**src/rtl/uart_pkg.sv**
```systemverilog
// Shared definitions for the APB UART: frame state encoding, register indices,
// CTRL/STATUS bit positions and oversampling constants.
package uart_pkg;

    typedef enum logic [1:0] {
        StIdle  = 2'd0,
        StStart = 2'd1,
        StData  = 2'd2,
        StStop  = 2'd3
    } uart_state_e;

    // Register indices (PADDR[2:0])
    localparam logic [2:0] RegCtrl   = 3'd0;
    localparam logic [2:0] RegStatus = 3'd1;
    localparam logic [2:0] RegTxData = 3'd2;
    localparam logic [2:0] RegRxData = 3'd3;
    localparam logic [2:0] RegBaud   = 3'd4;

    // CTRL bit positions
    localparam int unsigned CtrlRxRst = 0;
    localparam int unsigned CtrlTxRst = 1;
    localparam int unsigned CtrlRxEn  = 2;
    localparam int unsigned CtrlTxEn  = 3;

    // STATUS bit positions
    localparam int unsigned StatTxBusy = 0;
    localparam int unsigned StatTxDone = 1;
    localparam int unsigned StatRxBusy = 2;
    localparam int unsigned StatRxDone = 3;
    localparam int unsigned StatRxErr  = 4;

    localparam int unsigned Oversample = 16;
    localparam int unsigned TickW      = $clog2(Oversample);
    localparam int unsigned BaudW      = 10;

endpackage

```
**src/rtl/uart_rx_core.sv**
```systemverilog
// UART receiver with 16x oversampling and a two-flop input synchronizer.
// Ports: clk_i/rst_ni clock and synchronous active-low reset; tick_i baud tick;
// en_i accept new frames; srst_i soft reset (clears done/err, keeps data);
// rx_i raw serial input; data_o last good byte; busy_o frame in progress;
// done_o sticky good-frame flag; err_o sticky framing-error flag.
module uart_rx_core
    import uart_pkg::*;
#(
    parameter int unsigned N = 8
) (
    input  logic         clk_i,
    input  logic         rst_ni,
    input  logic         tick_i,
    input  logic         en_i,
    input  logic         srst_i,
    input  logic         rx_i,
    output logic [N-1:0] data_o,
    output logic         busy_o,
    output logic         done_o,
    output logic         err_o
);

    localparam int unsigned BitW = (N > 1) ? $clog2(N) : 1;

    uart_state_e      state_q, state_d;
    logic [TickW-1:0] tick_cnt_q, tick_cnt_d;
    logic [BitW-1:0]  bit_idx_q, bit_idx_d;
    logic [N-1:0]     shift_q, shift_d;
    logic [N-1:0]     data_q, data_d;
    logic             done_q, done_d;
    logic             err_q, err_d;
    logic             rx_s1_q, rx_s1_d;
    logic             rx_s2_q, rx_s2_d;
    logic             rx_prev_q, rx_prev_d;
    logic             fall, mid_tick, last_tick;

    assign fall      = rx_prev_q && !rx_s2_q;
    // The start bit is checked half a bit in; later samples land mid-bit.
    assign mid_tick  = tick_i && (tick_cnt_q == TickW'(Oversample / 2 - 1));
    assign last_tick = tick_i && (tick_cnt_q == TickW'(Oversample - 1));

    always_comb begin
        rx_s1_d    = rx_i;
        rx_s2_d    = rx_s1_q;
        rx_prev_d  = rx_s2_q;
        state_d    = state_q;
        tick_cnt_d = tick_cnt_q;
        bit_idx_d  = bit_idx_q;
        shift_d    = shift_q;
        data_d     = data_q;
        done_d     = done_q;
        err_d      = err_q;
        if (srst_i) begin
            state_d    = StIdle;
            tick_cnt_d = '0;
            done_d     = 1'b0;
            err_d      = 1'b0;
        end else begin
            case (state_q)
                StIdle: begin
                    if (en_i && fall) begin
                        tick_cnt_d = '0;
                        state_d    = StStart;
                    end
                end
                StStart: begin
                    if (mid_tick) begin
                        tick_cnt_d = '0;
                        if (rx_s2_q) begin
                            state_d = StIdle;  // glitch, not a start bit
                        end else begin
                            bit_idx_d = '0;
                            done_d    = 1'b0;
                            err_d     = 1'b0;
                            state_d   = StData;
                        end
                    end else if (tick_i) begin
                        tick_cnt_d = tick_cnt_q + 1'b1;
                    end
                end
                StData: begin
                    if (last_tick) begin
                        tick_cnt_d = '0;
                        shift_d    = {rx_s2_q, shift_q[N-1:1]};
                        if (bit_idx_q == BitW'(N - 1)) begin
                            state_d = StStop;
                        end else begin
                            bit_idx_d = bit_idx_q + 1'b1;
                        end
                    end else if (tick_i) begin
                        tick_cnt_d = tick_cnt_q + 1'b1;
                    end
                end
                StStop: begin
                    if (last_tick) begin
                        tick_cnt_d = '0;
                        state_d    = StIdle;
                        if (rx_s2_q) begin
                            data_d = shift_q;
                            done_d = 1'b1;
                            err_d  = 1'b0;
                        end else begin
                            err_d = 1'b1;
                        end
                    end else if (tick_i) begin
                        tick_cnt_d = tick_cnt_q + 1'b1;
                    end
                end
                default: state_d = StIdle;
            endcase
        end
    end

    always_ff @(posedge clk_i) begin
        if (!rst_ni) begin
            rx_s1_q    <= 1'b1;
            rx_s2_q    <= 1'b1;
            rx_prev_q  <= 1'b1;
            state_q    <= StIdle;
            tick_cnt_q <= '0;
            bit_idx_q  <= '0;
            shift_q    <= '0;
            data_q     <= '0;
            done_q     <= 1'b0;
            err_q      <= 1'b0;
        end else begin
            rx_s1_q    <= rx_s1_d;
            rx_s2_q    <= rx_s2_d;
            rx_prev_q  <= rx_prev_d;
            state_q    <= state_d;
            tick_cnt_q <= tick_cnt_d;
            bit_idx_q  <= bit_idx_d;
            shift_q    <= shift_d;
            data_q     <= data_d;
            done_q     <= done_d;
            err_q      <= err_d;
        end
    end

    assign data_o = data_q;
    assign busy_o = (state_q != StIdle);
    assign done_o = done_q;
    assign err_o  = err_q;

endmodule

```
**src/rtl/uart_tx_core.sv**
```systemverilog
// UART transmitter: start bit, N data bits LSB first, stop bit; each bit lasts
// Oversample baud ticks.
// Ports: clk_i/rst_ni clock and synchronous active-low reset; tick_i baud tick;
// en_i start frames; srst_i soft reset (priority over en_i); data_i byte latched
// at frame start; tx_o serial line; busy_o frame in progress; done_o sticky done.
module uart_tx_core
    import uart_pkg::*;
#(
    parameter int unsigned N = 8
) (
    input  logic         clk_i,
    input  logic         rst_ni,
    input  logic         tick_i,
    input  logic         en_i,
    input  logic         srst_i,
    input  logic [N-1:0] data_i,
    output logic         tx_o,
    output logic         busy_o,
    output logic         done_o
);

    localparam int unsigned BitW = (N > 1) ? $clog2(N) : 1;

    uart_state_e      state_q, state_d;
    logic [TickW-1:0] tick_cnt_q, tick_cnt_d;
    logic [BitW-1:0]  bit_idx_q, bit_idx_d;
    logic [N-1:0]     shift_q, shift_d;
    logic             done_q, done_d;
    logic             tx_q, tx_d;
    logic             last_tick;

    assign last_tick = tick_i && (tick_cnt_q == TickW'(Oversample - 1));

    always_comb begin
        state_d    = state_q;
        tick_cnt_d = tick_cnt_q;
        bit_idx_d  = bit_idx_q;
        shift_d    = shift_q;
        done_d     = done_q;
        if (srst_i) begin
            state_d    = StIdle;
            tick_cnt_d = '0;
            done_d     = 1'b0;
        end else begin
            case (state_q)
                StIdle: begin
                    if (en_i) begin
                        shift_d    = data_i;
                        tick_cnt_d = '0;
                        bit_idx_d  = '0;
                        done_d     = 1'b0;
                        state_d    = StStart;
                    end
                end
                StStart: begin
                    if (last_tick) begin
                        tick_cnt_d = '0;
                        state_d    = StData;
                    end else if (tick_i) begin
                        tick_cnt_d = tick_cnt_q + 1'b1;
                    end
                end
                StData: begin
                    if (last_tick) begin
                        tick_cnt_d = '0;
                        shift_d    = shift_q >> 1;
                        if (bit_idx_q == BitW'(N - 1)) begin
                            state_d = StStop;
                        end else begin
                            bit_idx_d = bit_idx_q + 1'b1;
                        end
                    end else if (tick_i) begin
                        tick_cnt_d = tick_cnt_q + 1'b1;
                    end
                end
                StStop: begin
                    if (last_tick) begin
                        tick_cnt_d = '0;
                        done_d     = 1'b1;
                        state_d    = StIdle;
                    end else if (tick_i) begin
                        tick_cnt_d = tick_cnt_q + 1'b1;
                    end
                end
                default: state_d = StIdle;
            endcase
        end
        // Line level follows the next state so tx is glitch-free and registered.
        if (state_d == StStart) begin
            tx_d = 1'b0;
        end else if (state_d == StData) begin
            tx_d = shift_d[0];
        end else begin
            tx_d = 1'b1;
        end
    end

    always_ff @(posedge clk_i) begin
        if (!rst_ni) begin
            state_q    <= StIdle;
            tick_cnt_q <= '0;
            bit_idx_q  <= '0;
            shift_q    <= '0;
            done_q     <= 1'b0;
            tx_q       <= 1'b1;
        end else begin
            state_q    <= state_d;
            tick_cnt_q <= tick_cnt_d;
            bit_idx_q  <= bit_idx_d;
            shift_q    <= shift_d;
            done_q     <= done_d;
            tx_q       <= tx_d;
        end
    end

    assign tx_o   = tx_q;
    assign busy_o = (state_q != StIdle);
    assign done_o = done_q;

endmodule

```
**src/rtl/uart_apb_wrapper.sv**
```systemverilog
// APB slave wrapping a full-duplex UART: register file, shared baud tick
// counter, one transmitter and one receiver.
// Ports: PCLK/PRESETn clock and synchronous active-low reset; PSEL, PENABLE,
// PWRITE, PADDR (only [2:0] decoded), PWDATA, PRDATA, PREADY (always 1) form the
// APB slave; rx serial input (idles high); tx serial output (idles high).
module uart_apb_wrapper
    import uart_pkg::*;
#(
    parameter int unsigned N            = 8,
    parameter int unsigned DEFAULT_LOAD = 650
) (
    input  logic        PCLK,
    input  logic        PRESETn,
    input  logic        PSEL,
    input  logic        PENABLE,
    input  logic        PWRITE,
    input  logic [31:0] PADDR,
    input  logic [31:0] PWDATA,
    output logic [31:0] PRDATA,
    output logic        PREADY,
    input  logic        rx,
    output logic        tx
);

    logic [3:0]       ctrl_q, ctrl_d;
    logic [N-1:0]     tx_data_q, tx_data_d;
    logic [BaudW-1:0] baud_q, baud_d;
    logic [BaudW-1:0] cnt_q, cnt_d;
    logic [2:0]       addr;
    logic             wr_en, run, tick;
    logic             tx_busy, tx_done, rx_busy, rx_done, rx_err;
    logic [N-1:0]     rx_data;
    logic             unused_bus;

    assign addr       = PADDR[2:0];
    assign wr_en      = PSEL && PENABLE && PWRITE;
    assign PREADY     = 1'b1;
    assign unused_bus = ^{PADDR[31:3], PWDATA[31:BaudW]};

    // Register writes; read-only and unmapped indices fall through.
    always_comb begin
        ctrl_d    = ctrl_q;
        tx_data_d = tx_data_q;
        baud_d    = baud_q;
        if (wr_en) begin
            case (addr)
                RegCtrl:   ctrl_d    = PWDATA[3:0];
                RegTxData: tx_data_d = PWDATA[N-1:0];
                RegBaud:   baud_d    = PWDATA[BaudW-1:0];
                default:   ;
            endcase
        end
    end

    // Busy cores keep the counter alive so a frame always completes after its
    // enable is dropped. The >= keeps the period sane when BAUD is lowered
    // below the current count.
    assign run  = ctrl_q[CtrlTxEn] || ctrl_q[CtrlRxEn] || tx_busy || rx_busy;
    assign tick = run && (cnt_q >= baud_q);

    always_comb begin
        if (!run || tick) begin
            cnt_d = '0;
        end else begin
            cnt_d = cnt_q + 1'b1;
        end
    end

    always_ff @(posedge PCLK) begin
        if (!PRESETn) begin
            ctrl_q    <= '0;
            tx_data_q <= '0;
            baud_q    <= BaudW'(DEFAULT_LOAD);
            cnt_q     <= '0;
        end else begin
            ctrl_q    <= ctrl_d;
            tx_data_q <= tx_data_d;
            baud_q    <= baud_d;
            cnt_q     <= cnt_d;
        end
    end

    always_comb begin
        PRDATA = '0;
        if (PSEL && !PWRITE) begin
            case (addr)
                RegCtrl:   PRDATA[3:0] = ctrl_q;
                RegStatus: begin
                    PRDATA[StatTxBusy] = tx_busy;
                    PRDATA[StatTxDone] = tx_done;
                    PRDATA[StatRxBusy] = rx_busy;
                    PRDATA[StatRxDone] = rx_done;
                    PRDATA[StatRxErr]  = rx_err;
                end
                RegTxData: PRDATA[N-1:0]     = tx_data_q;
                RegRxData: PRDATA[N-1:0]     = rx_data;
                RegBaud:   PRDATA[BaudW-1:0] = baud_q;
                default:   PRDATA = '0;
            endcase
        end
    end

    uart_tx_core #(
        .N(N)
    ) u_tx (
        .clk_i  (PCLK),
        .rst_ni (PRESETn),
        .tick_i (tick),
        .en_i   (ctrl_q[CtrlTxEn]),
        .srst_i (ctrl_q[CtrlTxRst]),
        .data_i (tx_data_q),
        .tx_o   (tx),
        .busy_o (tx_busy),
        .done_o (tx_done)
    );

    uart_rx_core #(
        .N(N)
    ) u_rx (
        .clk_i  (PCLK),
        .rst_ni (PRESETn),
        .tick_i (tick),
        .en_i   (ctrl_q[CtrlRxEn]),
        .srst_i (ctrl_q[CtrlRxRst]),
        .rx_i   (rx),
        .data_o (rx_data),
        .busy_o (rx_busy),
        .done_o (rx_done),
        .err_o  (rx_err)
    );

endmodule

```
**config.mk**
```make
export PLATFORM = sky130hd
export DESIGN_NAME = uart_apb_wrapper
export DESIGN_NICKNAME = d
export VERILOG_FILES = /design/src/rtl/uart_pkg.sv /design/src/rtl/uart_rx_core.sv /design/src/rtl/uart_tx_core.sv /design/src/rtl/uart_apb_wrapper.sv
export SDC_FILE = /design/constraint.sdc
export NUM_CORES = 1
export LEC_CHECK = 0
export CAP_MARGIN = 20
export CELL_PAD_IN_SITES_DETAIL_PLACEMENT = 1
export CELL_PAD_IN_SITES_GLOBAL_PLACEMENT = 1
export CORE_ASPECT_RATIO = 0.9
export CORE_MARGIN = 2
export CORE_UTILIZATION = 39
export CTS_BUF_LIST = sky130_fd_sc_hd__clkbuf_16
export CTS_CLUSTER_DIAMETER = 30
export CTS_CLUSTER_SIZE = 8
export DETAILED_ROUTE_END_ITERATION = 16
export PLACE_DENSITY = 0.95
export SLEW_MARGIN = 0
export SYNTH_ARGS = -nofsm -noshare
export SYNTH_HDL_FRONTEND = slang
export SYNTH_SLANG_ARGS = --single-unit
```
**constraint.sdc**
```tcl
create_clock -name PCLK -period 4.25 [get_ports PCLK]
set_input_delay 0.6375 -clock PCLK [delete_from_list [all_inputs] [get_ports PCLK]]
set_output_delay 0.6375 -clock PCLK [all_outputs]
set_load 0.03 [all_outputs]
```
=== Yosys cells after proc, flatten, opt, wreduce, memory -nomap -nowiden ===
Cells that the tools add are included.

* Equality and inequality tests: 30
* Multiplexer cells: 54
* Add/subtract/negate cells: 5
* Bitwise logic cells: 3
* Reduce and logical (&&, ||, !) cells: 43
* Magnitude comparators: 1

{| class="wikitable"
|+ Operators by type and width
! kind !! number
|-
| 2-to-1 mux 4 bit || 7
|-
| 2-to-1 mux 2 bit || 13
|-
| 2-to-1 mux 3 bit || 7
|-
| one-hot mux 4 bit (5 select lines) || 1
|-
| 2-to-1 mux 8 bit || 2
|-
| inequality test 2 x 1 -> 1 bit (second input constant) || 8
|-
| one-hot mux 2 bit (4 select lines) || 2
|-
| one-hot mux 8 bit (2 select lines) || 1
|-
| AND reduction 5 bit || 3
|-
| one-hot mux 3 bit (2 select lines) || 2
|-
| one-hot mux 4 bit (3 select lines) || 1
|-
| AND reduction 4 bit || 3
|-
| nonzero test 2 bit || 6
|-
| 2-to-1 mux 1 bit || 11
|-
| adder 10 x 1 -> 10 bit (second input constant) || 1
|-
| equality test 2 bit (second input constant) || 5
|-
| greater-or-equal comparator 10 bit || 1
|-
| 2-to-1 mux 10 bit || 1
|-
| equality test 3 bit (second input constant) || 3
|-
| logical AND 1 bit || 9
|-
| one-hot mux 3 bit (3 select lines) || 1
|-
| adder 4 x 1 -> 4 bit (second input constant) || 2
|-
| equality test 4 bit (second input constant) || 2
|-
| inequality test 2 bit (second input constant) || 4
|-
| other kinds (19) || 40
|}

* Output and inout port bits: 34
* Logic and storage cells: 157
* Flip-flop bits (word level): 81

=== Depth between registers and ports, before layout ===
Gate-level depths: netlist of run 1.

* Word-level depth: 11
* Gate-level depth with buffers: 11
* Depth with buffers taken out: 9

=== By module ===
From an unflattened synthesis of run 1, not the netlist that was laid out.

* Cell total of the unflattened synthesis: 503
* Area, all modules: 4525.6 um2

{| class="wikitable"
|+ By module, submodules not included
! module !! cells each !! instances !! area an instance (um2)
|-
| uart_apb_wrapper || 235 || 1 || 2039.5
|-
| uart_rx_core || 156 || 1 || 1498.9
|-
| uart_tx_core || 112 || 1 || 987.2
|}

=== Worst setup path before layout of run 1 ===
Ideal clock, no wire load.

* Path kind: input -> output
* Start point: in PADDR[0]
* End point: out PRDATA[0]
* Required time: 3.612 ns
* Cell stages on the path: 5
* Buffers on the path: 1
* Setup slack: 1.694 ns
* Data arrival time: 1.919 ns
* Cells stage by stage: buf_1 > nor2b_1 > a22oi_1 > o22a_1 > nor2_1

* Longest elaborated chain between the ends: 3

{| class="wikitable"
|+ Ends and longest elaborated chain
! element !! line !! text
|-
| from (decl) || uart_apb_wrapper.sv:17 || <nowiki>input logic [31:0] PADDR,</nowiki>
|-
| equality test 3 bit, or another cell as far along || uart_apb_wrapper.sv:86 || <nowiki>case (addr)</nowiki>
|-
| one-hot mux 4 bit (5 select lines) (*) || uart_apb_wrapper.sv:86 ||
|-
| 2-to-1 mux 10 bit (*) || uart_apb_wrapper.sv:85 || <nowiki>if (PSEL && !PWRITE) begin</nowiki>
|-
| to (decl) || uart_apb_wrapper.sv:19 || <nowiki>output logic [31:0] PRDATA,</nowiki>
|}

Every way passes the cells marked *; elsewhere a longest branch is shown, timed or not.

=== Worst setup path after layout of run 1 ===
* Start point: in PADDR[0]
* End point: out PRDATA[8]

* Longest elaborated chain between the ends: 3

{| class="wikitable"
|+ Ends and longest elaborated chain
! element !! line
|-
| equality test 3 bit || uart_apb_wrapper.sv:86
|-
| 2-to-1 mux 2 bit || uart_apb_wrapper.sv:86
|-
| 2-to-1 mux 10 bit || uart_apb_wrapper.sv:85
|}

Every way passes these cells.

==> flow_summary_export.csv, run 1 <==
group,metric,value,unit
synth,synth_edf_count,0,
hold_path,worstHoldEndpoint,"u_rx.rx_prev_d",
synth,synthXorXnorAreaFrac,0.01854,
sta,period_share,0.9049,
synth,syn_area,0.004252,mm^2
synth,dominantRegCellSynth,"dfxtp_1",
floorplanning,start_util,0.3966,
routing,drcViolationCount,0,
synth,async_reset_ff_frac,0,
sta,holdWs,422.5,ps
hold_path,hp-class,"reg2reg",
clocking,cts.htree.levels,3,
synth,netlist.top_cell.by_area,"dfxtp_1",
clocking,cts.path.max_buffers,2,
synth,ys_seq_area_frac,0.3814,
global_route,grt_pass1_vias,3848,
worst_setup_path,startpoint,"PADDR[0]",
floorplanning,die_area,0.01175,mm^2
global_route,track_usage,0.2177,
worst_setup_path,crit_path_top_delay_cell,"clkdlybuf4s50_1",
global_route,grt_pass1_wl,19.59,mm
synth,synth_top_family_by_area,"simple AND/OR/NAND/NOR gates",
sta,layout_min_cycle_time,3846,ps
synth,synth.mux.area_fraction,0.05827,
layout,final_nets,614,
clocking,cts_hold_buf,0,
layout,postLayoutCellArea,0.004851,mm^2
layout,syn2layout_area_growth,14.10,%
clocking,cts_root_buffer,"clkbuf_16",
routing,viasPerCell,5.683,
place,io_buffers,29,
place,gp_congestion,0.8997,
floorplanning,rows,36,
clocking,clock_latency,350,ps
clocking,cts_tree,"yes",
hold_path,min_delay_path_depth,1,
clocking,cts_resized,0,
worst_setup_path,cp_cell_sequence,"clkdlybuf4s50_1, nor2_1, nand2_1, nor3b_1, and2_1, clkdlybuf4s50_1",
routing,wl_per_cell,18.35,um
routing,vias,3779,
floorplanning,io_pins,104,
sta,grt_setup_unrepaired,"false",
sta,relSlewSlack,0.3453,
worst_setup_path,rrSetupSlack,1400,ps
clocking,clock_sinks,81,
clocking,clk_pin_slew,60,ps
synth,synth_top_area_frac,0.3814,
sta,tns,0,ps
floorplanning,die_w,114.1,um
synth,syn_area_per_cell,8.386,um^2
worst_setup_path,cp.required,3610,ps
routing,drt-total-wl,12.20,mm
synth,synthSimpleGateAreaFrac,0.2360,
sta,drv_slew,0,
synth,yosys_warnings,0,
sta,setup_viol,0,
synth,ys_types,65,
place,hpwl,8.985,mm
global_route,grt_max_degree,41,
routing,drt-initial-drc-count,191,
sta,skew,3.299,ps
power,powerDensity,351.3,mW/mm^2
layout,fillers,1282,
worst_setup_path,cp_common_cell,"clkdlybuf4s50_1",
sta,hold_violations,0,
worst_setup_path,crit_arrival,3210,ps
hold_path,min-delay-start,"u_rx.rx_s1_q",
worst_setup_path,cp_max_fo,13,
power,peakVddDrop,0.2721,mV
clocking,cts_made_buffers,9,
global_route,antenna_found_initial,0,
worst_setup_path,crit_path_end_kind,"output pin",
sta,worst_pin_slew,974.6,ps
synth,synth-compound-area-share,0.1713,
floorplanning,die-height,103.1,um
place,place_area,0.004539,mm^2
worst_setup_path,timing.rr.end,"u_rx.done_o",
synth,yosys_register_bits,81,
worst_setup_path,startpoint_type,"primary input",
power,fin_total_pwr,1.704,mW
flow_run,cap_violations,0,
synth,synth_fa_ha_area_frac,0.05003,
worst_setup_path,crit_type,"in2out",
run_status,status,"complete, no violations",
routing,firstDrtPassIters,4,
global_route,grt-ovfl-total,0,
worst_setup_path,r2r_start,"baud_q[3]",
sta,fmax,260.0,MHz
layout,drive_gt1_frac,0.07895,
clocking,post_cts_buffers,0,
power,p_leak,1.892,nW
worst_setup_path,critPathMaxStageDelay,720,ps
synth,synth_cells,507,
layout,antennaDiodeCount,0,
routing,drtAntennaViolNets,0,
synth,synthTopCellsByArea,"dfxtp_1 (38%), nand2_1 (5.0%), ha_1 (5.0%)",
worst_setup_path,ff2ff_path_depth,8,
floorplanning,coreArea,0.01072,mm^2
==> logic make-up after synthesis <==
kind of cell,after synthesis
other,2
AO/OA/AOI/OAI,109
AND/OR/NAND/NOR,201
XOR/XNOR,9
buffers and inverters,64
flip-flops,81
multiplexers,24
adder cells (fa/ha/maj),17
==> worst max-delay path, delay by kind of cell <==
kind	cells	cell delay, ps
buffers and inverters	2	1410
and+or+nand+nor	4	1150
==> state kept, by name (all words and copies together), names as in the netlist, named ones only <==
name	flops
u_tx.shift_q	8
ctrl_q	4
u_rx.rx_prev_d	1
u_rx.data_o	8
cnt_q	10
u_tx.tx_o	1
u_tx.done_o	1
u_rx.tick_cnt_q	4
u_rx.rx_s1_q	1
u_rx.rx_prev_q	1
u_rx.err_o	1
tx_data_q	8
u_rx.bit_idx_q	3
u_rx.done_o	1
u_rx.shift_q	8
u_tx.tick_cnt_q	4
u_rx.state_q	1
u_tx.bit_idx_q	3
u_tx.state_q	2
baud_q	10
==> layout make-up <==
cell class              instances  area (um^2)  share of cell area
repair buffers                 35        330.3             0.06809
clock buffers                   9        225.2             0.04643
clock inverters                 7        86.33             0.01780
inverters                      17        63.81             0.01315
flip-flops and latches         81         1622              0.3343
well taps                     133        166.4             0.03430
multi-input cells             383         2357              0.4859
==> synth_stat cells (all sizes together), types with 5 or more instances <==
library cell,instances
a21boi,8
a21oi,21
a221oi,6
a22oi,8
and2,5
and3,8
buf,34
clkbuf,13
dfxtp,81
ha,17
inv,17
mux2,6
mux2i,18
nand2,57
nand2b,7
nand3,33
nor2,44
nor2b,19
o21ai,32
or2,5
or3,5
xor2,5
==> worst max path at each step <==
stage	end	slack, ps	cells past startpoint
2_1_floorplan	PRDATA[0]	1690	5
3_3_place_gp	PRDATA[1]	580	7
3_5_place_dp	PRDATA[1]	480	7
4_1_cts	PRDATA[1]	450	7
5_1_grt	PRDATA[8]	220	6
6_report	PRDATA[8]	400	6
==> routing by layer <==
metal / share of wire / GRT usage / vias to the layer above
li1: - / - / 1773
met1: 0.42 / 0.2541 / 1871
met2: 0.50 / 0.3782 / 108
met3: 0.063 / 0.06349 / 27
met4: 0.022 / 0.08912 / 0
met5: 0 / 0 / -
==> stage by stage <==
stage / cells / worst slack [ps] / utilization
after global placement: 649 / 578.1 / 0.4234
after floorplan: 528 / 1694 / -
after CTS: 665 / 448.5 / 0.4525
final: 665 / 404.1 / 0.4525
after global routing: 665 / 224.0 / 0.4525
after detailed placement: 649 / 480.7 / 0.4234
==> power breakdown <==
part | total, mW | switching [mW] | internal, mW
Clock | 0.828 | 0.319 | 0.509
Combinational | 0.108 | 0.0739 | 0.0337
Sequential | 0.768 | 0.00469 | 0.764
Total | 1.70 | 0.398 | 1.31
==> cells in the final DEF (no fill, tap or decap), types with 5 or more instances in the layout <==
| master | instances |
|---|---|
| clkbuf_16 | 9 |
| nand3_1 | 33 |
| nand2b_1 | 7 |
| and3_1 | 7 |
| nor2_1 | 44 |
| a21oi_1 | 21 |
| ha_1 | 17 |
| mux2_2 | 6 |
| a22oi_1 | 8 |
| nor2b_1 | 19 |
| o21ai_0 | 31 |
| nand2_1 | 57 |
| clkdlybuf4s50_1 | 28 |
| a221oi_1 | 6 |
| mux2i_1 | 18 |
| xor2_1 | 5 |
| conb_1 | 23 |
| dfxtp_1 | 81 |
| inv_1 | 18 |
| or3_1 | 5 |
| buf_4 | 6 |
| a21boi_0 | 7 |
No activity file was read; power rests on OpenSTA's default activity.
==> run 2, diff against run 1 <==
==> constraint.sdc (replaced) <==
create_clock -name PCLK -period 4.5 [get_ports PCLK]
set_input_delay 0.675 -clock PCLK [delete_from_list [all_inputs] [get_ports PCLK]]
set_output_delay 0.675 -clock PCLK [all_outputs]
set_load 0.03 [all_outputs]
==> run 2 against run 1 <==
Register-to-register slack better by 160 ps; clock power is 22% lower; die area stayed put; clock-buffer cell count stayed put; worst setup slack better by 37 ps; largest power group is now sequential cells; via count is 2.1% lower; first-iteration DRC count is 10% higher; clock skew is 3.4 ps higher; critical path type unchanged; routed wire length is 1.4% lower; global-route usage is 0.95 points lower; sequential cell count stayed put.
==> flow_summary_export.csv, run 2 (synthesized netlist as in run 1, its figures left out) <==
group,metric,value,unit
clocking,post_cts_buffers,0,
floorplanning,die_w,114.1,um
floorplanning,io_pins,104,
place,io_buffers,29,
clocking,cts.path.max_buffers,2,
clocking,cts.htree.levels,3,
layout,instances_no_fill,663,
global_route,grt_pass1_vias,3750,
layout,postLayoutCellArea,0.004778,mm^2
layout,final_nets,612,
sta,relSlewSlack,0.3038,
sta,setup_viol,0,
sta,drv_slew,0,
layout,syn2layout_area_growth,12.39,%
worst_setup_path,crit_type,"in2out",
routing,vias,3699,
clocking,clock_latency,340,ps
layout,antennaDiodeCount,0,
clocking,clock_sinks,81,
routing,viasPerCell,5.579,
place,place_area,0.004517,mm^2
power,peakVddDrop,0.2741,mV
worst_setup_path,cp_cell_sequence,"clkdlybuf4s50_1, o21ai_0, nand3b_1, nor2_1, clkdlybuf4s50_1",
worst_setup_path,crit_buf_inv,2,
routing,drtAntennaViolNets,0,
flow_run,cap_violations,0,
layout,top_regs,"baud_q x10, cnt_q x10",
global_route,grt-ovfl-total,0,
worst_setup_path,cp_top_family,"buffers and inverters",
global_route,met2_usage,0.3672,
worst_setup_path,startpoint_type,"primary input",
global_route,top_usage_layer,"met2",
place,hpwl,8.819,mm
sta,skew,6.706,ps
worst_setup_path,cp_max_fo,15,
sta,grt_setup_unrepaired,"false",
worst_setup_path,crit_path_end_kind,"output pin",
global_route,grtUsageMet3,0.05996,
routing,firstDrtPassIters,5,
floorplanning,rows,36,
clocking,cts_made_buffers,9,
global_route,antenna_found_initial,0,
power,p_leak,1.854,nW
layout,layout_commonest_cell,"dfxtp_1",
place,gp_congestion,0.8588,
routing,drcViolationCount,0,
worst_setup_path,cp.required,3830,ps
routing,drt-initial-drc-count,211,
worst_setup_path,crit_arrival,3380,ps
floorplanning,coreArea,0.01072,mm^2
clocking,clk_pin_slew,50,ps
routing,drt-total-wl,12.04,mm
floorplanning,die-height,103.1,um
layout,fillers,1289,
sta,worst_pin_slew,1040,ps
layout,multi_input_area,0.002357,mm^2
clocking,cts_root_buffer,"clkbuf_16",
worst_setup_path,critPathMaxStageDelay,820,ps
worst_setup_path,cp_common_cell,"clkdlybuf4s50_1",
sta,layout_min_cycle_time,4058,ps
layout,seq_area,0.001622,mm^2
power,powerDensity,307.7,mW/mm^2
floorplanning,start_util,0.3966,
run_status,status,"complete, no violations",
hold_path,hp-class,"reg2reg",
global_route,grt_pass1_wl,18.89,mm
place,dp.cells,646,
layout,drive_gt1_frac,0.06981,
sta,tns,0,ps
floorplanning,die_area,0.01175,mm^2
routing,wl_per_cell,18.15,um
clocking,cts_hold_buf,0,
worst_setup_path,crit_path_top_delay_cell,"clkdlybuf4s50_1",
layout,final_cell_mix,"dfxtp_1 (81), nand2_1 (57), nor2_1 (44)",
sta,hold_violations,0,
global_route,track_usage,0.2082,
clocking,cts_resized,0,
sta,period_share,0.9019,
clocking,cts_tree,"yes",
sta,fmax,246.4,MHz
global_route,use_met1,0.2467,
global_route,grt_max_degree,50,
==> run 2: cell count changes in the layout (fill, tap and decap cells not counted), sizes merged <==
| cell | previous run | this run |
|---|---|---|
| buf | 7 | 5 |
| bufinv | 2 | 0 |
| clkinv | 4 | 6 |
==> run 2: through the flow <==
step                hold WS [ps]    util  setup slack, ps  power, mW
CTS                        412.6  0.4450            507.8      1.480
global route               429.3  0.4457            298.5      1.517
finish                     407.9  0.4457            441.6      1.471
detailed placement         396.2  0.4213            593.9     0.8412
floorplan                  386.3       -             1869     0.8224
global placement           396.9  0.4213            667.1     0.8373
==> run 2: report_power, final <==
part           leakage (nW)  internal [mW]  switching [mW]
logic                  1.07         0.0314          0.0708
registers             0.653          0.721         0.00439
clock network         0.130          0.361           0.281
==> run 2: final cells by class <==
class | instances | share of cell area
multi-input cells | 383 | 0.4933
flip-flops and latches | 81 | 0.3394
repair buffers | 33 | 0.06599
clock buffers | 9 | 0.04713
well taps | 133 | 0.03483
inverters | 17 | 0.01335
clock inverters | 7 | 0.006023
==> run 2: worst paths after layout <==
check             cells after the start  slack (ps)    startpoint        endpoint
setup / recovery                      5         440      PADDR[0]       PRDATA[1]
hold / removal                        1         410  u_rx.rx_s1_q  u_rx.rx_prev_d
setup reg to reg                      9        1560      cnt_q[0]       u_tx.tx_o
hold reg to reg                       1         410  u_rx.rx_s1_q  u_rx.rx_prev_d
==> run 2: per-layer routing <==
layer | wire, um | vias to the layer above
li1 | - | 1771
met4 | 176 | 0
met2 | 5980 | 89
met1 | 5251 | 1822
met5 | 0 | -
met3 | 628 | 17
==> run 3, diff against run 2 <==
--- a/config.mk
+++ b/config.mk
@@ -5,16 +5,18 @@
 export SDC_FILE = /design/constraint.sdc
 export NUM_CORES = 1
 export LEC_CHECK = 0
+export ABC_AREA = 1
 export CAP_MARGIN = 20
 export CELL_PAD_IN_SITES_DETAIL_PLACEMENT = 1
 export CELL_PAD_IN_SITES_GLOBAL_PLACEMENT = 1
 export CORE_ASPECT_RATIO = 0.9
 export CORE_MARGIN = 2
-export CORE_UTILIZATION = 39
+export CORE_UTILIZATION = 38
 export CTS_BUF_LIST = sky130_fd_sc_hd__clkbuf_16
 export CTS_CLUSTER_DIAMETER = 30
 export CTS_CLUSTER_SIZE = 8
 export DETAILED_ROUTE_END_ITERATION = 16
+export GPL_TIMING_DRIVEN = 0
 export PLACE_DENSITY = 0.95
 export SLEW_MARGIN = 0
 export SYNTH_ARGS = -nofsm -noshare
==> run 3 against run 2 <==
Routed wire length up 5.9%; total power up 27%; synthesized cell count up 17%; clock power up 24%; die area up 1.8%; clock skew up 1.2 ps; fmax up 6.4%; non-clock buffer count up 28; area after synthesis down 0.74%; worst hold slack better by 12 ps; global-route usage up 1.3 points; register-to-register slack better by 570 ps.
==> flow_summary_export.csv, run 3 <==
group,metric,value,unit
run_status,status,"complete, no violations",
global_route,grt_pass1_wl,21.11,mm
synth,yosys_register_bits,81,
synth,synthXorXnorAreaFrac,0.008301,
power,seqPwrFrac,0.415,
synth,yosysMostFrequentCell,"nand2_1",
worst_setup_path,rrSetupSlack,2130,ps
synth,synth_fa_ha_area_frac,0.05040,
floorplanning,rows,36,
sta,grt_setup_unrepaired,"false",
floorplanning,start_util,0.3904,
clocking,cts_made_buffers,9,
sta,hold_violations,0,
floorplanning,die_area,0.01197,mm^2
sta,tns,0,ps
synth,syn_area,0.004220,mm^2
layout,antennaDiodeCount,0,
place,hpwl,9.629,mm
clocking,clock_latency,350,ps
layout,layout_commonest_cell,"nand2_1",
sta,relSlewSlack,0.6298,
routing,viasPerCell,5.127,
power,powerDensity,369.3,mW/mm^2
routing,drcViolationCount,0,
global_route,grt_pass1_vias,4340,
clocking,cts_hold_buf,0,
clocking,cts.htree.levels,3,
worst_setup_path,crit_type,"in2out",
synth,async_reset_ff_frac,0,
clocking,post_cts_buffers,0,
layout,final_cell_mix,"nand2_1 (100), inv_1 (89), dfxtp_1 (81)",
synth,ys_types,37,
layout,syn2layout_area_growth,20.04,%
worst_setup_path,cp_max_fo,7,
worst_setup_path,startpoint_type,"primary input",
sta,skew,7.864,ps
hold_path,hp-class,"reg2reg",
synth,netlist.top_cell.by_area,"dfxtp_1",
layout,final_nets,742,
worst_setup_path,cp.required,3830,ps
sta,fmax,262.1,MHz
layout,top_regs,"baud_q x10, cnt_q x10",
global_route,track_usage,0.2209,
routing,firstDrtPassIters,4,
sta,period_share,0.8480,
routing,drt-total-wl,12.74,mm
routing,drt-initial-drc-count,277,
worst_setup_path,ff2ff_path_depth,14,
worst_setup_path,r2r_start,"baud_q[5]",
global_route,antenna_found_initial,0,
routing,vias,4066,
floorplanning,io_pins,104,
synth,synth_edf_count,0,
global_route,grt-ovfl-total,0,
power,peakVddDrop,0.2466,mV
flow_run,cap_violations,0,
power,netSwitchingPower,0.5412,mW
routing,wl_per_cell,16.07,um
sta,worst_pin_slew,555.3,ps
floorplanning,die_w,115.1,um
clocking,cts_tree,"yes",
power,power_frac_comb,0.159,
worst_setup_path,crit_arrival,3140,ps
layout,drive_gt1_frac,0.09242,
synth,synth_top_area_frac,0.3842,
clocking,cts.path.max_buffers,2,
hold_path,min_delay_path_depth,1,
clocking,cts_root_buffer,"clkbuf_16",
power,p_leak,2.143,nW
power,p_int,1.330,mW
synth,ys_seq_area_frac,0.3842,
synth,synth_cells,595,
place,gp_congestion,0.8417,
hold_path,min-delay-start,"u_rx.rx_s1_q",
clocking,clk_pin_slew,60,ps
power,fin_total_pwr,1.871,mW
layout,fillers,1368,
worst_setup_path,crit_path_end_kind,"output pin",
sta,drv_slew,0,
synth,synth.mux.area_fraction,0,
synth,synth-compound-area-share,0.1565,
sta,setup_viol,0,
worst_setup_path,timing.rr.end,"u_tx.shift_q[3]",
synth,yosys_warnings,0,
synth,synthSimpleGateAreaFrac,0.2639,
routing,drtAntennaViolNets,0,
sta,layout_min_cycle_time,3816,ps
power,clock_power_share,0.426,
synth,synth_top_family_by_area,"simple AND/OR/NAND/NOR gates",
floorplanning,die-height,104.0,um
clocking,clock_sinks,81,
synth,syn_area_per_cell,7.093,um^2
global_route,grt_max_degree,15,
power,sw_frac_of_total,0.2893,
synth,synth_common_cells,"nand2_1 (100), inv_1 (89), dfxtp_1 (81)",
synth,synthTopCellsByArea,"dfxtp_1 (38%), nand2_1 (8.9%), inv_1 (7.9%)",
synth,dominantRegCellSynth,"dfxtp_1",
hold_path,worstHoldEndpoint,"u_rx.rx_prev_d",
floorplanning,coreArea,0.01081,mm^2
place,io_buffers,28,
clocking,cts_resized,0,
-- run 3: cell types whose count changed after synthesis, sizes merged, moves of 14 or more --
| cell | previous run | this run |
|---|---|---|
| nand2 | 57 | 103 |
| nor2 | 44 | 78 |
| nor3 | 3 | 17 |
| nor2b | 19 | 0 |
| a21oi | 21 | 62 |
| mux2i | 18 | 0 |
| inv | 17 | 91 |
-- run 3: cell type report --
cell class,count,area (um^2),area share
Clock inverter,7,95.09,0.01877
Timing Repair Buffer,28,280.3,0.05532
Clock buffer,9,225.2,0.04446
Sequential cell,81,1622,0.3201
Inverter,91,341.6,0.06742
Multi-Input combinational cell,411,2108,0.4162
Buffer,33,227.7,0.04495
Tap cell,133,166.4,0.03285
-- run 3: cell families after synthesis --
logic type / count (synthesis)
and+or+nand+nor: 245
buffers and inverters: 124
AOI/OAI and AO/OA: 122
DFF: 81
adders and majority gates: 17
xor gates and xnor gates: 4
other: 2
-- run 3: stage by stage --
stage | utilization | hold slack [ps] | std cells | instance area (um^2) | setup WS (ps)
finish | 0.4686 | 420.0 | 793 | 5066 | 684.0
floorplan | - | 392.5 | 616 | 4299 | 1997
CTS | 0.4686 | 426.3 | 793 | 5066 | 739.7
global placement | 0.4390 | 394.2 | 777 | 4746 | 788.2
global route | 0.4686 | 439.1 | 793 | 5066 | 633.5
detailed placement | 0.4390 | 410.7 | 777 | 4746 | 759.9
-- run 3: worst max-delay path by stage --
stage	to	cells past startpoint	startpoint	slack (ps)
floorplan	PRDATA[3]	7	PADDR[1]	2000
global placement	PRDATA[1]	9	PADDR[0]	790
detailed placement	PRDATA[3]	9	PADDR[0]	760
CTS	PRDATA[3]	9	PADDR[1]	740
global route	PRDATA[1]	8	PADDR[1]	630
finish	PRDATA[3]	9	PADDR[0]	680
-- run 3: worst max-delay path: stages --
cell             delay [ps]
clkdlybuf4s50_1         500
nor2_1                  120
inv_1                    60
nor2_1                  290
inv_1                   230
o22ai_1                 180
a221oi_1                 80
a21oi_1                 260
clkdlybuf4s50_1         730
-- run 3: layer usage --
metal  vias to the layer above  wire length, um  GRT usage
met5                         -                0          0
met4                         0              238    0.06196
met3                        22              598    0.04662
met2                        97             6524     0.3954
met1                      1946             5382     0.2639
li1                       2001                -          -
-- run 3: power groups by stage --
stage	clock network [mW]	logic [mW]	registers (mW)
floorplan	0	0.211	0.783
global placement	0	0.267	0.789
detailed placement	0	0.289	0.792
CTS	0.801	0.299	0.776
global route	0.832	0.337	0.779
finish	0.797	0.298	0.776
==> patch (settings of run 1) <==
One comparison of `tick_cnt_q` changes from == to >=.
--- a/src/rtl/uart_rx_core.sv
+++ b/src/rtl/uart_rx_core.sv
@@ -38,3 +38,3 @@
     // The start bit is checked half a bit in; later samples land mid-bit.
-    assign mid_tick  = tick_i && (tick_cnt_q == TickW'(Oversample / 2 - 1));
+    assign mid_tick  = tick_i && (tick_cnt_q >= TickW'(Oversample / 2 - 1));
     assign last_tick = tick_i && (tick_cnt_q == TickW'(Oversample - 1));
Behaviour: no difference found for any inputs over 4 cycles, from zero or initial values and one cycle with PRESETn low; that may be too few to reach the edited logic, so the function may still have changed.
==> patch against run 1 <==
Final area hardly changed. Sequential cell count stayed put. Critical path depth is 2 higher. Synthesized cell count is 1.2% lower. Routed wire length is 6.2% higher. Worst setup slack better by 67 ps. Synthesized area is 0.56% higher. Final cell count is 0.75% lower. Total power is 7.1% lower.
==> patch: results (changes against run 1) <==
status=finished clean; Seq/Total Area, Yosys=0.379 (-0.00212); via count=3829 (+1.3%); worst reg2reg path startpoint=baud_q[5]$_SDFFE_PN0P_; met2 WL post-DR=6610 microns (+8.8%); post-synth cell types=51 (-22%); CTS clk-pin slew, worst paths=60 ps (about the same); met1 WL=5100 microns (+0.18%); drt total wl=13000 microns (+6.2%); Critical Path Sink=PRDATA[4]; Initial Util=0.397 (+0.000549); top post-synthesis cells by area=dfxtp_1, mux2i_1, nor2b_1; hpwl dp=8960 microns (-0.29%); GRT met1 Usage=0.254 (-0.000553); dpl ws=599 ps (+118 ps); met3 wire len=729 microns (-5.7%); final cell count without fillers=660 (-0.75%); Max-slew headroom=0.410 (+0.0643); fill count=1249 (-2.6%); CP Max Fanout=12 (-1); fin nets=609 (-0.81%); Initial DRT Pass Iterations=5 (+1); Mapped Avg Cell Area=8.53 sq um (+1.8%); overall routing resource usage=0.228 (+0.0106); Area after DPL=4580 sq um (+0.85%); met3 Resource Use GR=0.0600 (-0.00347); Leakage=1.81 nW (-4.4%); Worst R2R End=u_tx.bit_idx_q[1]$_SDFFE_PN0P_; skew final=6.60 ps (+3.30 ps); PD cells=326 nW/um^2 (-7.2%); Placer Congestion=0.855 (-5.0%); final period utilization=0.889 (-0.0158); commonest cells in the synthesized netlist=dfxtp_1, nor2_1, nand2_1, nor2b_1, mux2i_1; DR iter-0 viols=204 (+6.8%); Max IR drop VDD=0.191 mV (-30%); first-pass GRT wire length=20600 microns (+5.3%); share of layout cells above drive strength 1=0.0588 (-0.0201); met2 Use GR=0.404 (+0.0261); largest net degree at the start of global routing=60 (+46%); Slowest Stage Delay on Critical Path=760 ps (+40 ps); min-delay worst type=register to register; vias in the first global route=3938 (+2.3%); crit path DAT=3140 ps (-70 ps); total placed cells including tap cells=643 (-0.92%)
## patch: changes by cell type after synthesis, moves of 6 or more
cell and delta:
nand2_1 -13, nand3_1 -20, nor2_1 +8, o21ai_0 -10, nor2b_1 +17, mux2i_1 +14, a221oi_1 -6
## patch: cells by family after synthesis
logic type	count (synthesis)	share of synthesized area
fa+ha+maj	17	0.0498
simple gates	193	0.231
buf+inv	57	0.0711
compound gates	106	0.163
other cells	2	0.00176
mux	37	0.0881
flops	81	0.379
xor+xnor	8	0.0164
## patch: area by class of cell
| cell class | count | area share |
|---|---|---|
| Clock inverter | 7 | 0.00954 |
| Sequential cell | 81 | 0.334 |
| Clock buffer | 9 | 0.0464 |
| Multi-Input combinational cell | 384 | 0.500 |
| Tap cell | 133 | 0.0343 |
| Inverter | 13 | 0.0101 |
| Timing Repair Buffer | 33 | 0.0655 |
## patch: worst min path at each step
stage	startpoint	to	slack, ps	cells past startpoint
finish	u_rx.rx_s1_q$_SDFF_PN1_	u_rx.rx_prev_d$_SDFF_PN1_	420	1
global route	u_rx.rx_s1_q$_SDFF_PN1_	u_rx.rx_prev_d$_SDFF_PN1_	460	1
CTS	u_rx.rx_s1_q$_SDFF_PN1_	u_rx.rx_prev_d$_SDFF_PN1_	420	1
detailed placement	u_rx.rx_s1_q$_SDFF_PN1_	u_rx.rx_prev_d$_SDFF_PN1_	400	1
global placement	u_rx.rx_s1_q$_SDFF_PN1_	u_rx.rx_prev_d$_SDFF_PN1_	390	1
floorplan	u_rx.rx_s1_q$_SDFF_PN1_	u_rx.rx_prev_d$_SDFF_PN1_	390	1
## patch: power breakdown
| part | switching, mW | internal, mW |
|---|---|---|
| Combinational | 0.0653 | 0.0324 |
| Clock | 0.326 | 0.393 |
| Sequential | 0.00376 | 0.763 |
| Total | 0.395 | 1.19 |
